File: src/rtl/dm_arbiter.sv
// Two-port round-robin arbiter in front of a single-ported data memory.
// Each granted access takes three cycles: IDLE (arbitrate), ISSUE (memory strobe), COMPLETE (ack).
module dm_arbiter #(
    parameter int AW = 6
) (
    input  logic          clk,
    input  logic          rst_n,
    input  logic          req0,
    input  logic          req1,
    input  logic          we0,
    input  logic          we1,
    input  logic [31:0]   ad0,
    input  logic [31:0]   ad1,
    input  logic [31:0]   wr_data0,
    input  logic [31:0]   wr_data1,
    output logic          ack0,
    output logic          ack1,
    output logic [31:0]   rd_data0,
    output logic [31:0]   rd_data1,
    output logic          err0,
    output logic          err1,
    output logic [AW-1:0] mem_ad,
    output logic [31:0]   mem_wr_data,
    output logic          mem_wr,
    output logic          mem_rd,
    input  logic [31:0]   mem_rd_data,
    output logic          busy
);

    typedef enum logic [1:0] {
        IDLE,
        ISSUE,
        COMPLETE
    } state_t;

    state_t      state;
    logic        last;
    logic        win;
    logic        lat_we;
    logic        lat_oor;
    logic        rd_ok0;
    logic        rd_ok1;

    logic        any_req;
    logic        grant;
    logic        sel_we;
    logic [31:0] sel_ad;
    logic [31:0] sel_wd;
    logic        sel_oor;

    // Both requesting: the port that did not win last time goes next.
    always_comb begin
        any_req = req0 | req1;
        grant   = (req0 && req1) ? ~last : req1;
        sel_we  = grant ? we1 : we0;
        sel_ad  = grant ? ad1 : ad0;
        sel_wd  = grant ? wr_data1 : wr_data0;
        sel_oor = |sel_ad[31:AW];
    end

    always_ff @(posedge clk or negedge rst_n) begin
        if (!rst_n) begin
            state       <= IDLE;
            last        <= 1'b1;
            win         <= 1'b0;
            lat_we      <= 1'b0;
            lat_oor     <= 1'b0;
            rd_ok0      <= 1'b0;
            rd_ok1      <= 1'b0;
            ack0        <= 1'b0;
            ack1        <= 1'b0;
            err0        <= 1'b0;
            err1        <= 1'b0;
            mem_ad      <= '0;
            mem_wr_data <= '0;
            mem_wr      <= 1'b0;
            mem_rd      <= 1'b0;
        end else begin
            case (state)
                IDLE: begin
                    if (any_req) begin
                        state       <= ISSUE;
                        last        <= grant;
                        win         <= grant;
                        lat_we      <= sel_we;
                        lat_oor     <= sel_oor;
                        mem_ad      <= sel_ad[AW-1:0];
                        mem_wr_data <= sel_wd;
                        mem_wr      <= sel_we & ~sel_oor;
                        mem_rd      <= ~sel_we & ~sel_oor;
                    end
                end
                ISSUE: begin
                    state  <= COMPLETE;
                    mem_wr <= 1'b0;
                    mem_rd <= 1'b0;
                    ack0   <= ~win;
                    ack1   <= win;
                    err0   <= ~win & lat_oor;
                    err1   <= win & lat_oor;
                    rd_ok0 <= ~win & ~lat_we & ~lat_oor;
                    rd_ok1 <= win & ~lat_we & ~lat_oor;
                end
                COMPLETE: begin
                    state  <= IDLE;
                    ack0   <= 1'b0;
                    ack1   <= 1'b0;
                    err0   <= 1'b0;
                    err1   <= 1'b0;
                    rd_ok0 <= 1'b0;
                    rd_ok1 <= 1'b0;
                end
                default: begin
                    state <= IDLE;
                end
            endcase
        end
    end

    // Memory read data arrives during COMPLETE, so it is steered rather than registered.
    assign rd_data0 = rd_ok0 ? mem_rd_data : 32'h0;
    assign rd_data1 = rd_ok1 ? mem_rd_data : 32'h0;
    assign busy     = (state != IDLE);

endmodule

File: config.mk
export PLATFORM = sky130hd
export DESIGN_NAME = dm_arbiter
export DESIGN_NICKNAME = d
export VERILOG_FILES = /design/src/rtl/dm_arbiter.sv
export SDC_FILE = /design/constraint.sdc
export NUM_CORES = 1
export LEC_CHECK = 0
export ABC_AREA = 1
export CAP_MARGIN = 5
export CORE_AREA = 3 3 106 108
export CTS_CLUSTER_DIAMETER = 80
export DETAILED_ROUTE_END_ITERATION = 8
export DIE_AREA = 0 0 109 111
export GPL_TIMING_DRIVEN = 0
export PLACE_DENSITY = 0.77
export SKIP_LAST_GASP = 1
export SYNTH_ARGS = -nofsm -noshare
export SYNTH_HDL_FRONTEND = slang
export SYNTH_SLANG_ARGS = --single-unit
File: constraint.sdc
create_clock -name clk -period 1.6 [get_ports clk]
set_input_delay 0.16 -clock clk [delete_from_list [all_inputs] [get_ports clk]]
set_output_delay 0.16 -clock clk [all_outputs]
set_load 0.005 [all_outputs]
==> impl_results.md <==
* Initial antenna violation count at 0
* Slew HR at 69.80%
* Period utilization at 107.3%
* Final Critical Period at 1.716 ns
* H-Tree Depth at 2
* Worst Path Required at 1.44 ns
* Wirelength, routed at 13.46 mm
* Pin count of the biggest net entering global routing at 37
* Endpoints failing setup at 22
* Post-synth EDFFs at 0
* Yosys top cell by area: dfrtp_1
* Initial DRC Count at 158
* DR vias/cell at 4.437
* Worst min path class: in2async
* Antenna diode count at 0
* Total power draw at 8462 uW
* Setup_tns at -1.718 ns
* Routed vias at 4,082
* Multi-input gate area at 0.001368 mm2
* Count leader, synth: nand2_1
* IO Pins at 275
* Clock Latency Late Sink at 0.30 ns
* Power per Cell Area at 1336 mW/mm2
* Vias in the first global route at 4,192
* FF+latch area at 0.001305 mm2
* WL met1 at 4.698 mm
* Final WS setup at -0.1164 ns
* Layout fillers at 916
* Wire length per cell at 14.63 um
* CTS root buf: clkbuf_8
* Final Hold Fails at 0
* DP HPWL at 10.77 mm
* Worst EP arrival at 1.56 ns
* # rows at 37
* Antenna Violating Nets Remaining at 0
* Post-synthesis cell type count at 23
* Crit start category: flop
* Cells after Synth at 483
* Status: complete, but fails checks
* Grt ovf at 0
* IO buf count at 274
* Top cells by count, synth: nand2_1, inv_1, nor2_1, dfrtp_1, o21ai_1
* CTS tree: done
* Die area at 0.01210 mm2
* Synth top area cells: dfrtp_1, nand2_1, inv_1
* Synth Warn # at 0
* Reg2Reg Depth at 9
* Syn Area/Cell at 6.489 um2
* Worst Setup End Kind: output pin
* #FFs+latches synth at 52
* Die width at 109 um
* Leak at 0.003393 uW
* Post-route cell area at 0.006334 mm2
* Share of Yosys cell area claimed by the top area cell type at 40.72%
* Total GRT Usage at 21.29%
* First-pass GRT wire length at 20.62 mm
* Synthesized area at 0.003134 mm2
* Met3 WL at 1.360 mm
* Type of the worst setup path: reg2out
* Fin util at 61.35%
* Initial Util at 30.36%
* Syn_nets at 652
* Clock tree buffer depth at 2
* Clk sinks at 52
* Worst Tran Pin Value at 0.4530 ns
* Fmax at 0.5826 GHz
* Dpl cell area at 0.006062 mm2
* Setup Skew at 0.01093 ns
* Crit-path max FO at 10
* Highest Signal Layer: met4
* Pre-antenna DRT Iters at 4
* Tightest hold margin at 0.3287 ns
* Final Max Tran Viols at 0
* Most common flop cell mapped by yosys: dfrtp_1
* Sequential area share after synthesis at 41.56%
* RD Place Congestion at 0.7980
* Async S/R FF share, synth at 100.0%
* TritonCTS buffer count at 5
* Failing checks: negative setup slack
* DR DRC count at 0
* Setup repair after global routing missed its margin: true
* Layout area overhead at 102.1%
* Maxcap violations at 0
* Met2 wire length at 7.093 mm
* Layout cells sized above 1 at 11.61%
* Peak supply drop at 0.5692 mV
* Final nets at 952
* Core area at 0.01032 mm2
* Clock-pin transition on the worst setup and hold timing paths at 0.10 ns
* Die Span Y at 111 um
area by class of cell:
cell class	count	area share, %
Timing Repair Buffer	295	44.90
Multi-Input combinational cell	307	21.59
Sequential cell	52	20.60
Inverter	99	5.946
Buffer	23	2.864
Tap cell	136	2.687
Clock buffer	6	1.146
Clock inverter	2	0.2568
kinds of logic (layout without fill, tap and decap cells):
logic type               count (synthesis)  after routing  share of synthesized area (%)
AO/OA/AOI/OAI                           88             88                          14.21
adder cells (fa/ha/maj)                  3              3                          1.198
buffers and inverters                  124            425                          15.85
flip-flops                              52             52                          41.56
AND/OR/NAND/NOR                        216            216                          27.19
path summary, 6_finish.rpt:
kind                             startpoint             end  slack, ns
worst max-delay path                 rd_ok1    rd_data1[17]      -0.12
worst min-delay path                  rst_n  mem_wr_data[7]       0.33
worst max register to register     state[1]          lat_we       0.10
worst min register to register         last            last       0.49
max in group asynchronous             rst_n            last       0.65
min in group clk                wr_data1[8]  mem_wr_data[8]       0.45
timing repair:
item                                    CTS  global route
gates resized for setup                  73            74
cloned                                    4             0
hold endpoints to repair                 16             0
hold buffers                              1             0
pin swaps                                 1             1
endpoints found under the setup margin   77            90
buffers inserted                         13             2
cells in the final DEF (no fill, tap or decap), types with 3 or more instances in the layout:
cell and count:
and2_0 3, buf_12 4, buf_2 9, buf_4 13, buf_6 5, clkbuf_1 5
clkbuf_2 24, clkbuf_8 13, clkdlybuf4s15_1 4, clkdlybuf4s50_1 223, dfrtp_1 49, dlygate4sd2_1 19
dlymetal6s2s_1 3, inv_1 95, nand2_1 128, nand2_2 8, nand3_1 6, nor2_1 64
o21ai_0 41, o21ai_1 42, o22ai_1 4
metrics by stage:
step / instances / worst slack (ns)
6_report: 920 / -0.1164
5_1_grt: 920 / -0.1913
4_1_cts: 918 / -0.1565
3_5_place_dp: 894 / -0.2149
3_3_place_gp: 893 / -1.201
2_1_floorplan: 483 / 0.2837
sequential cells by signal, indices dropped and copies added (netlist names):
name         flops
mem_wr_data     32
rd_ok0           1
rd_ok1           1
mem_ad           6
last             1
ack0             1
win              1
mem_rd           1
lat_oor          1
ack1             1
mem_wr           1
err1             1
err0             1
lat_we           1
state            2
layer usage:
layer | vias to the layer above | track usage (%)
met4 | 0 | 6.566
met5 | - | 0
met2 | 187 | 40.62
li1 | 2036 | -
met3 | 24 | 7.280
met1 | 1835 | 20.97
report_power, final:
group | internal, uW | switching, uW
logic | 3030 | 2340
registers | 1960 | 371
clock network | 313 | 446
total | 5310 | 3160
worst max-delay path: stages, from the launching register on:
cell and delay (ns):
dfrtp_2 0.45, buf_4 0.19, nand2_1 0.07, inv_1 0.05, clkdlybuf4s50_1 0.50
Power figures use the tool's default switching activity.
==> edit: new RTL, config.mk and constraints unchanged <==
Change the parameter `AW` from 6 to 8.
--- a/src/rtl/dm_arbiter.sv
+++ b/src/rtl/dm_arbiter.sv
@@ -1,7 +1,7 @@
 // Two-port round-robin arbiter in front of a single-ported data memory.
 // Each granted access takes three cycles: IDLE (arbitrate), ISSUE (memory strobe), COMPLETE (ack).
 module dm_arbiter #(
-    parameter int AW = 6
+    parameter int AW = 8
 ) (
     input  logic          clk,
     input  logic          rst_n,
Interface: changed (resized mem_ad); port bits go from 275 to 277. No check against the original RTL was run, so the function may have changed too.
==> edit against the unedited design <==
The flow still finishes with violations (negative setup slack); maximum frequency down 0.99%; sequential cell count grew 2; synthesized cell count up 1.4%; cell area increased by 2.1%; first-iteration DRC count increased by 14%; count of clock-buffer cells in the layout shrank 1; routed wire length is 3.3% lower; final cell count rose by 0.65%; power increased by 2.3%; via count up 1.3%; synthesized area rose by 2.0%; non-clock buffer count is 1 lower; worst setup slack lost 0.017 ns; sequential power increased by 5%.
==> edit: results (changes against the unedited design) <==
[critical_path] reg-to-reg critical path startpoint state[0] [was state[1]]
[placement] routability cong. 0.810 [was 0.798]
[final_layout] number of nets in the layout 958 [was 952]
[critical_path] number of cells on the worst reg-to-reg path 8 [was 9]
[critical_path] Critical Path Fanout Max 7 [was 10]
[pwr] leakage component of the power 3.46 nW [was 3.39 nW]
[sta] setup-violating endpoint count in the final report 48 [was 22]
[sta] Worst Setup Slack, final -0.134 ns [was -0.116 ns]
[critical_path] worst setup path endpoint rd_data0[3] [was rd_data1[17]]
[final_layout] fraction of layout instances using a drive strength above 1 7.72% [was 11.6%]
[global_route] global-route track usage on met3 5.82% [was 7.28%]
[sta] worst hold slack 0.311 ns [was 0.329 ns]
[critical_path] reg2reg setup slack 0.13 ns [was 0.10 ns]
[global_route] via count of the first global-routing pass 4,311 [was 4,192]
[drt] total length of routed wires 13,000 um [was 13,500 um]
[status] violations in the final reports negative setup slack [unchanged]
[global_route] total track usage 20.7% [was 21.3%]
[drt] ratio of routed vias to standard cells 4.46 [was 4.44]
[status] status finished, violations left [unchanged]
[sta] TNS Setup -4.08 ns [was -1.72 ns]
[critical_path] CP max-delay cell dfrtp_2 [was clkdlybuf4s50_1]
[synth] synth top area cells dfrtp_1 41%, nand2_1 16%, inv_1 11% [unchanged]
[pwr] maximum ir drop on the vdd rail 0.755 mV [was 0.569 mV]
[synth] sequential element share of the synthesized area 42.3% [was 41.6%]
[drt] WL/cell 14.1 um [was 14.6 um]
[sta] worst max-slew margin expressed relative to the limit 72.9% [was 69.8%]
[drt] 1st-iter DRT viols 180 [was 158]
[final_layout] registers with the most flip-flops mem_wr_data (32), mem_ad (8), state (2) [was mem_wr_data (32), mem_ad (6), state (2)]
[placement] Cells after DPL 903 [was 894]
[critical_path] worst setup path start rd_ok0 [was rd_ok1]
[pwr] internal power summed over all cells 5.46 mW [was 5.31 mW]
[synth] synthesized netlist net count 659 [was 652]
[global_route] pin count of the biggest net entering global routing 39 [was 37]
[critical_path] endpoint of the worst register-to-register path mem_wr_data[30] [was lat_we]
-- edit: cell types whose count changed in the layout (fill, tap and decap cells not counted), moves of 5 or more --
| cell | unedited run | this run |
|---|---|---|
| nand2_2 | 8 | 0 |
| clkbuf_8 | 13 | 7 |
| dlygate4sd2_1 | 19 | 24 |
| clkbuf_2 | 24 | 4 |
| clkdlybuf4s50_1 | 223 | 245 |
| nand2_1 | 128 | 140 |
-- edit: what timing repair did --
action,in CTS,in global routing
setup buffers,10,3
hold endpoints to repair,16,0
gates cloned,3,0
gates resized for setup,49,19
pin swaps,1,0
hold buffers,1,0
setup endpoints to repair,106,96
-- edit: power groups by stage --
stage               clock (mW)  combinational [mW]  sequential [mW]
floorplan                    0                2.01             2.42
global placement             0                4.98             2.37
detailed placement           0                5.05             2.40
CTS                      0.823                5.34             2.43
global route             0.884                6.00             2.52
finish                   0.795                5.42             2.44
-- edit: final cells by class --
class	count	area, um2
clock buffer	5	68.8
sequential	54	1360
buffer	23	188
fill	929	3860
tap	136	170
inverter	99	374
multi-input combinational	312	1370
clock inverter	3	25.0
timing repair buffer	294	2920
-- edit: logic make-up after synthesis --
group                      after synthesis  synth area share, %
adders and majority gates                3                 1.17
and+or+nand+nor                        217                 26.5
DFF                                     54                 42.3
AOI/OAI and AO/OA                       92                 14.6
buffers and inverters                  124                 15.5
-- edit: per-layer routing --
| metal | wire (um) | vias to the layer above |
|---|---|---|
| li1 | - | 2062 |
| met1 | 4510 | 1844 |
| met2 | 6830 | 195 |
| met3 | 1260 | 33 |
| met4 | 424 | 0 |
| met5 | 0 | - |
-- edit: worst reg2reg max path, stage by stage (launching register included) --
cell and delay (ns):
dfrtp_1 0.40, inv_2 0.10, ha_4 0.17, inv_2 0.06, nor2_4 0.10, buf_12 0.13
buf_2 0.20, o21ai_0 0.13, o21ai_1 0.13
